`src/rtl/synth_pkg.sv`:
```
// Shared constants for the polyphonic note synthesizer: C1 periods in clk cycles,
// the command FSM encoding and a lowest-set-bit helper used for voice allocation.
package synth_pkg;

  localparam int NUM_NOTES = 12;

  // Periods of octave-1 notes C..B at 100 MHz; higher octaves shift right.
  localparam logic [31:0] C1_PERIOD [NUM_NOTES] = '{
    32'd3057805, 32'd2886184, 32'd2724194, 32'd2571298,
    32'd2426982, 32'd2290765, 32'd2162195, 32'd2040840,
    32'd1926296, 32'd1818182, 32'd1716135, 32'd1619816
  };

  typedef enum logic [1:0] {
    IDLE   = 2'd0,
    SEARCH = 2'd1,
    APPLY  = 2'd2
  } fsm_state_t;

  function automatic logic [2:0] lowest_set(input logic [7:0] vec);
    logic [2:0] idx;
    idx = 3'd0;
    for (int i = 7; i >= 0; i--) begin
      if (vec[i]) idx = 3'(i);
    end
    return idx;
  endfunction

endpackage

```
`src/rtl/poly_note_synth_if.sv`:
```
// Note command channel: valid/ready handshake carrying on/off, note and octave.
interface poly_note_synth_if #(
  parameter int OCT_W = 3
);
  logic             cmd_valid;
  logic             cmd_ready;
  logic             cmd_on;
  logic [3:0]       cmd_note;
  logic [OCT_W-1:0] cmd_octave;

  modport master (output cmd_valid, output cmd_on, output cmd_note, output cmd_octave,
                  input  cmd_ready);
  modport slave  (input  cmd_valid, input  cmd_on, input  cmd_note, input  cmd_octave,
                  output cmd_ready);
endinterface

```
`src/rtl/voice_osc.sv`:
```
// One square-wave voice: a half-period counter toggling phase while active.
module voice_osc #(
  parameter int OCT_W = 3,
  parameter int PER_W = 32
) (
  input  logic             clk,
  input  logic             resetn,
  input  logic             i_load,
  input  logic             i_clear,
  input  logic [3:0]       i_note,
  input  logic [OCT_W-1:0] i_octave,
  input  logic [PER_W-1:0] i_half,
  output logic             o_active,
  output logic             o_phase,
  output logic [3:0]       o_note,
  output logic [OCT_W-1:0] o_octave
);

  logic             r_active;
  logic             r_phase;
  logic [PER_W-1:0] r_cnt;
  logic [PER_W-1:0] r_half;
  logic [3:0]       r_note;
  logic [OCT_W-1:0] r_octave;
  logic [PER_W-1:0] w_half_m1;

  assign w_half_m1 = r_half - PER_W'(1);

  always_ff @(posedge clk or negedge resetn) begin
    if (!resetn) begin
      r_active <= 1'b0;
      r_phase  <= 1'b0;
      r_cnt    <= '0;
      r_half   <= '0;
      r_note   <= '0;
      r_octave <= '0;
    end else if (i_load) begin
      // Retrigger and fresh load are the same operation: restart from phase 0.
      r_active <= 1'b1;
      r_phase  <= 1'b0;
      r_cnt    <= '0;
      r_half   <= i_half;
      r_note   <= i_note;
      r_octave <= i_octave;
    end else if (i_clear || !r_active) begin
      r_active <= 1'b0;
      r_phase  <= 1'b0;
      r_cnt    <= '0;
    end else if (r_cnt == w_half_m1) begin
      r_cnt   <= '0;
      r_phase <= ~r_phase;
    end else begin
      r_cnt <= r_cnt + PER_W'(1);
    end
  end

  assign o_active = r_active;
  assign o_phase  = r_phase;
  assign o_note   = r_note;
  assign o_octave = r_octave;

endmodule

```
`src/rtl/poly_note_synth.sv`:
```
// Polyphonic square-wave synth: command FSM allocates notes to voices, the active
// phases are counted, scaled by a frame-latched volume and rendered as PWM.
module poly_note_synth
  import synth_pkg::*;
#(
  parameter int NUM_VOICES = 4,
  parameter int NUM_NOTES  = synth_pkg::NUM_NOTES,
  parameter int OCT_W      = 3,
  parameter int VOL_W      = 4,
  parameter int PER_W      = 32
) (
  input  logic                  clk,
  input  logic                  resetn,
  poly_note_synth_if.slave      cmd,
  input  logic [VOL_W-1:0]      volume,
  output logic [NUM_VOICES-1:0] voice_active,
  output logic                  pwm_out
);

  localparam int PWM_MAX = NUM_VOICES * ((2 ** VOL_W) - 1);
  localparam int LVL_W   = $clog2(PWM_MAX + 1);

  fsm_state_t            r_state;
  logic                  r_on;
  logic [3:0]            r_note;
  logic [OCT_W-1:0]      r_octave;
  logic [NUM_VOICES-1:0] r_match;
  logic [NUM_VOICES-1:0] r_free;
  logic [2:0]            r_steal;

  logic [NUM_VOICES-1:0] w_active, w_phase, w_match, w_load, w_clear;
  logic [3:0]            w_note   [NUM_VOICES];
  logic [OCT_W-1:0]      w_octave [NUM_VOICES];
  logic                  w_note_ok, w_do_load;
  logic [2:0]            w_sel;
  logic [31:0]           w_period;
  logic [PER_W-1:0]      w_half;

  assign w_note_ok = (int'(r_note) < NUM_NOTES);
  assign w_period  = w_note_ok ? C1_PERIOD[r_note] : 32'd0;
  assign w_half    = PER_W'((w_period >> r_octave) >> 1);

  assign cmd.cmd_ready = (r_state == IDLE);
  assign voice_active  = w_active;

  always_ff @(posedge clk or negedge resetn) begin
    if (!resetn) begin
      r_state  <= IDLE;
      r_on     <= 1'b0;
      r_note   <= '0;
      r_octave <= '0;
      r_match  <= '0;
      r_free   <= '0;
      r_steal  <= '0;
    end else begin
      case (r_state)
        IDLE: if (cmd.cmd_valid) begin
          r_on     <= cmd.cmd_on;
          r_note   <= cmd.cmd_note;
          r_octave <= cmd.cmd_octave;
          r_state  <= SEARCH;
        end
        SEARCH: begin
          r_match <= w_match;
          r_free  <= ~w_active;
          r_state <= APPLY;
        end
        APPLY: begin
          // The steal pointer only moves when a note-on actually stole a voice.
          if (r_on && w_note_ok && !(|r_match) && !(|r_free))
            r_steal <= (r_steal == 3'(NUM_VOICES - 1)) ? 3'd0 : r_steal + 3'd1;
          r_state <= IDLE;
        end
        default: r_state <= IDLE;
      endcase
    end
  end

  always_comb begin
    w_do_load = 1'b0;
    w_sel     = r_steal;
    w_clear   = '0;
    if (r_state == APPLY && w_note_ok) begin
      if (r_on) begin
        w_do_load = 1'b1;
        if (|r_match)     w_sel = lowest_set(8'(r_match));
        else if (|r_free) w_sel = lowest_set(8'(r_free));
      end else begin
        w_clear = r_match;
      end
    end
  end

  genvar gi;
  generate
    for (gi = 0; gi < NUM_VOICES; gi++) begin : g_voice
      assign w_load[gi]  = w_do_load && (w_sel == 3'(gi));
      assign w_match[gi] = w_active[gi] && (w_note[gi] == r_note) && (w_octave[gi] == r_octave);

      voice_osc #(.OCT_W(OCT_W), .PER_W(PER_W)) u_osc (
        .clk      (clk),
        .resetn   (resetn),
        .i_load   (w_load[gi]),
        .i_clear  (w_clear[gi]),
        .i_note   (r_note),
        .i_octave (r_octave),
        .i_half   (w_half),
        .o_active (w_active[gi]),
        .o_phase  (w_phase[gi]),
        .o_note   (w_note[gi]),
        .o_octave (w_octave[gi])
      );
    end
  endgenerate

  logic [LVL_W-1:0] r_pc;
  logic [VOL_W-1:0] r_vol_q;
  logic             r_pwm;
  logic [LVL_W-1:0] w_pop;
  logic [LVL_W-1:0] w_level;

  always_comb begin
    w_pop = '0;
    for (int i = 0; i < NUM_VOICES; i++) begin
      w_pop = w_pop + LVL_W'(w_phase[i] & w_active[i]);
    end
    w_level = w_pop * LVL_W'(r_vol_q);
  end

  always_ff @(posedge clk or negedge resetn) begin
    if (!resetn) begin
      r_pc    <= '0;
      r_vol_q <= '0;
      r_pwm   <= 1'b0;
    end else begin
      r_pwm <= (r_pc < w_level);
      // Volume is sampled only at the frame boundary so a frame never mixes two duties.
      if (r_pc == LVL_W'(PWM_MAX - 1)) begin
        r_pc    <= '0;
        r_vol_q <= volume;
      end else begin
        r_pc <= r_pc + LVL_W'(1);
      end
    end
  end

  assign pwm_out = r_pwm;

endmodule

```
`src/flat_wrapper.sv`:
```
// flat-port wrapper written by rule: the top's interface ports become plain ports
module poly_note_synth_flat import synth_pkg::*;
#(
  parameter int NUM_VOICES = 4,
  parameter int NUM_NOTES  = synth_pkg::NUM_NOTES,
  parameter int OCT_W      = 3,
  parameter int VOL_W      = 4,
  parameter int PER_W      = 32
)
  (clk, resetn, volume, voice_active, pwm_out, cmd_cmd_valid, cmd_cmd_on, cmd_cmd_note, cmd_cmd_octave, cmd_cmd_ready);
  poly_note_synth_if #(.OCT_W(OCT_W)) cmd_i ();
  input  logic clk;
  input  logic resetn;
  input  logic [VOL_W-1:0] volume;
  output logic [NUM_VOICES-1:0] voice_active;
  output logic pwm_out;
  input wire logic [$bits(cmd_i.cmd_valid)-1:0] cmd_cmd_valid;
  input wire logic [$bits(cmd_i.cmd_on)-1:0] cmd_cmd_on;
  input wire logic [$bits(cmd_i.cmd_note)-1:0] cmd_cmd_note;
  input wire logic [$bits(cmd_i.cmd_octave)-1:0] cmd_cmd_octave;
  output wire logic [$bits(cmd_i.cmd_ready)-1:0] cmd_cmd_ready;
  assign cmd_i.cmd_valid = cmd_cmd_valid;
  assign cmd_i.cmd_on = cmd_cmd_on;
  assign cmd_i.cmd_note = cmd_cmd_note;
  assign cmd_i.cmd_octave = cmd_cmd_octave;
  assign cmd_cmd_ready = cmd_i.cmd_ready;
  poly_note_synth #(.NUM_VOICES(NUM_VOICES), .NUM_NOTES(NUM_NOTES), .OCT_W(OCT_W), .VOL_W(VOL_W), .PER_W(PER_W)) u_core (.clk(clk), .resetn(resetn), .cmd(cmd_i), .volume(volume), .voice_active(voice_active), .pwm_out(pwm_out));
endmodule
```
`config.mk`:
```
export PLATFORM = sky130hd
export DESIGN_NAME = poly_note_synth_flat
export DESIGN_NICKNAME = d
export VERILOG_FILES = /design/src/rtl/synth_pkg.sv /design/src/rtl/poly_note_synth_if.sv /design/src/rtl/voice_osc.sv /design/src/rtl/poly_note_synth.sv /design/src/flat_wrapper.sv
export SDC_FILE = /design/constraint.sdc
export NUM_CORES = 1
export LEC_CHECK = 0
export CAP_MARGIN = 20
export CORE_MARGIN = 1
export CORE_UTILIZATION = 30
export CTS_BUF_LIST = sky130_fd_sc_hd__clkbuf_16
export DETAILED_ROUTE_END_ITERATION = 6
export DONT_BUFFER_PORTS = 1
export PLACE_DENSITY_LB_ADDON = 0.08
export SYNTH_ARGS = -nofsm -noshare
export SYNTH_HDL_FRONTEND = slang
export SYNTH_SLANG_ARGS = --single-unit
```
`constraint.sdc`:
```
create_clock -name clk -period 5.07 [get_ports clk]
set_input_delay 1.014 -clock clk [delete_from_list [all_inputs] [get_ports clk]]
set_output_delay 1.014 -clock clk [all_outputs]
set_load 0.1 [all_outputs]
```
==> metrics.yaml <==
final.min_clock_period_ns: 3.94
antenna_cells: 0
cp-end-kind: "register"
cts_tree: "done"
top_usage_layer: "met2"
initial_utilization_pct: 30.5
area_delta_synth_final_pct: 10.8
grtUsageTotal_pct: 16.4
critical_path_required_ns: 5.56
port_buffers: 0
worst_slew_pin_slew_ns: 1.11
yosysWarnings: 0
cts_max_level: 2
dp_slack_ns: 1.12
wl_per_cell_um: 17.8
cts_resized: 0
finalHoldViolCount: 0
clk_latency_ns: 0.57
grt_use_met3_pct: 2.50
finalClockSkew_ns: 0.0193
dieArea_sq_um: 58700
syn_area_per_cell_sq_um: 8.94
max_slew_margin_pct: 26.0
setup_viol: 0
power_density_nw_per_um2: 547
hold_buffers: 0
netlist_area_sq_um: 17300
cpMostUsedCell: "ha_1"
drv_cap: 0
clk_pin_slew_ns: 0.06
fin_tns_setup_ns: 0
vias_per_cell: 5.03
max_stage_delay_ns: 0.54
wirelength_um: 47800
die_h_um: 242
start_kind: "register"
grt_max_degree: 281
synth_top_area_share_pct: 40.5
worstPathArrival_ns: 4.43
grt_pass1_vias: 13300
cts_made_buffers: 38
fillCellCount: 5861
drc: 0
cts_sinks: 280
fmax_mhz: 254
cpMaxStageDelayCell: "fa_1"
power.leakage_uw: 0.00811
r2r_cells: 15
cts_root_buf: "clkbuf_16"
die_w_um: 242
globalplace.congestion: 0.807
ios: 21
seq_area_frac_synth_pct: 40.5
post_cts_buffers: 0
firstDrtPassIters: 5
postSynth.asyncResetShare_pct: 100
drive_gt1_share_pct: 8.20
path_class: "register to register"
drt_iter0_drc: 764
fin_util_pct: 33.8
nets: 1947
grt_pass1_wl_um: 77200
ant_nets: 0
yosys-top-cells-area: "dfrtp_1 40%, xnor2_1 7.4%, xor2_1 5.2%, nand2_1 4.7%, nor2_1 4.6%"
maxSlewViolCount: 0
synth_top_area_cell: "dfrtp_1"
cts_buffer_depth: 3
finalPower_uw: 10500
synth-seq-cells: 280
ys_types: 85
synthesis.nets: 1985
synth_edf_count: 0
synthFlopType: "dfrtp_1"
core-area_sq_um: 56700
fp-row-count: 87
vdd_drop_max_mv: 0.279
outcome: "finished clean"
hold_class: "input pin to asynchronous set/reset pin"
use_met1_pct: 23.3
crit_fanout: 4
fin_ws_ns: 1.13
worstPathCellList: "nand2_1, fa_1, inv_1, ha_1, ha_1, and2_1, fa_1, ha_1, fa_1, inv_1, ha_1, nor2b_1, o21ai_0, nand2b_1, a21oi_1"
use_met2_pct: 25.7
grt_overflow_total: 0
rsz0062_at_grt: "no"
post-route-period-util_pct: 77.6
via_count: 13500
grt_antenna_before_repair: 1
post-dp-hpwl_um: 33200
postSynthCellCount: 1935
-- cell usage in the layout (no fill, tap or decap), drive strengths merged, types with 22 or more instances in the layout --
master / count
xnor2: 146
and3: 40
inv: 48
nor4: 38
o21ai: 133
nor2b: 22
mux2: 43
nand2: 219
buf: 34
nand4: 51
clkbuf: 38
mux2i: 39
dfrtp: 280
xor2: 102
nor2: 222
ha: 32
nand3: 75
nor3: 42
a21oi: 42
-- synthesized netlist by cell type (40+ instances only) --
cell type and number:
nand3_1 75, xor2_1 102, nor3_1 42, inv_1 41
o21ai_0 132, nand2_1 219, and3_1 40, nor2_1 212
dfrtp_1 280, xnor2_1 146, clkbuf_1 78, a21oi_1 42
nand4_1 51, mux2_2 42
-- state kept, by name, indices dropped and copies added (netlist names), 4 cells and up --
signal,flops
u_core.r_note,4
u_core.r_match,4
u_core.r_pc,6
u_core.g_voice.u_osc.o_phase,4
u_core.g_voice.u_osc.o_octave,12
u_core.g_voice.u_osc.r_cnt,128
u_core.g_voice.u_osc.r_half,84
u_core.r_vol_q,4
u_core.g_voice.u_osc.o_active,4
u_core.r_free,4
u_core.g_voice.u_osc.o_note,16
-- power breakdown --
part / switching [uW] / internal, uW / leakage, uW
combinational: 2760 / 1760 / 0.00373
sequential: 670 / 2680 / 0.00377
clock: 1100 / 1520 / 0.000602
total: 4530 / 5960 / 0.00811
-- final timing paths --
check	endpoint	slack [ns]	start
worst max register to register	u_core.pwm_out$_DFF_PN0_	1.13	u_core.g_voice[2].u_osc.o_phase$_DFFE_PN0P_
worst max-delay path	u_core.pwm_out$_DFF_PN0_	1.13	u_core.g_voice[2].u_osc.o_phase$_DFFE_PN0P_
min in group clk	u_core.g_voice[2].u_osc.o_octave[2]$_DFFE_PN0P_	0.49	u_core.g_voice[2].u_osc.o_octave[2]$_DFFE_PN0P_
max in group asynchronous	u_core.g_voice[2].u_osc.r_cnt[5]$_DFF_PN0_	4.26	resetn
worst min register to register	u_core.g_voice[2].u_osc.o_octave[2]$_DFFE_PN0P_	0.49	u_core.g_voice[2].u_osc.o_octave[2]$_DFFE_PN0P_
worst min-delay path	u_core.g_voice[3].u_osc.r_cnt[25]$_DFF_PN0_	0.16	resetn
-- metrics by stage --
step	instance area [sq um]	std cells	hold slack, ns
6_report	19200	2683	0.159
4_1_cts	19200	2683	0.128
3_3_place_gp	18000	2613	0.482
2_1_floorplan	17300	1935	0.467
3_5_place_dp	18000	2613	0.489
5_1_grt	19200	2683	0.128
-- area by class of cell --
class | count | area, sq um | area share, %
Clock buffer | 38 | 951 | 4.96
Clock inverter | 32 | 239 | 1.25
Inverter | 42 | 158 | 0.822
Multi-Input combinational cell | 1501 | 9620 | 50.2
Sequential cell | 280 | 7010 | 36.5
Tap cell | 756 | 946 | 4.93
Timing Repair Buffer | 34 | 255 | 1.33
-- logic make-up after synthesis --
kind of cell,count (synthesis),share of synthesized area (%)
compound gates,294,10.5
xor+xnor,248,12.6
fa+ha+maj,36,2.72
buf+inv,154,3.95
flops,280,40.5
mux,82,5.08
simple gates,841,24.7
-- per-layer routing --
layer  wire length (um)  vias to the layer above
met5                 13                        -
met4               1120                        2
met3               1690                       61
met2              21200                      169
met1              23800                     6565
li1                   -                     6707
-- worst max-delay path: cells and delay by family (launching register included) --
kind                       cells  cell delay (ns)
buffers and inverters          2             0.10
adders and majority gates      7             2.62
DFF                            1             0.37
and+or+nand+nor                4             0.48
AOI/OAI and AO/OA              2             0.28
No activity file was read; power rests on OpenSTA's default activity.
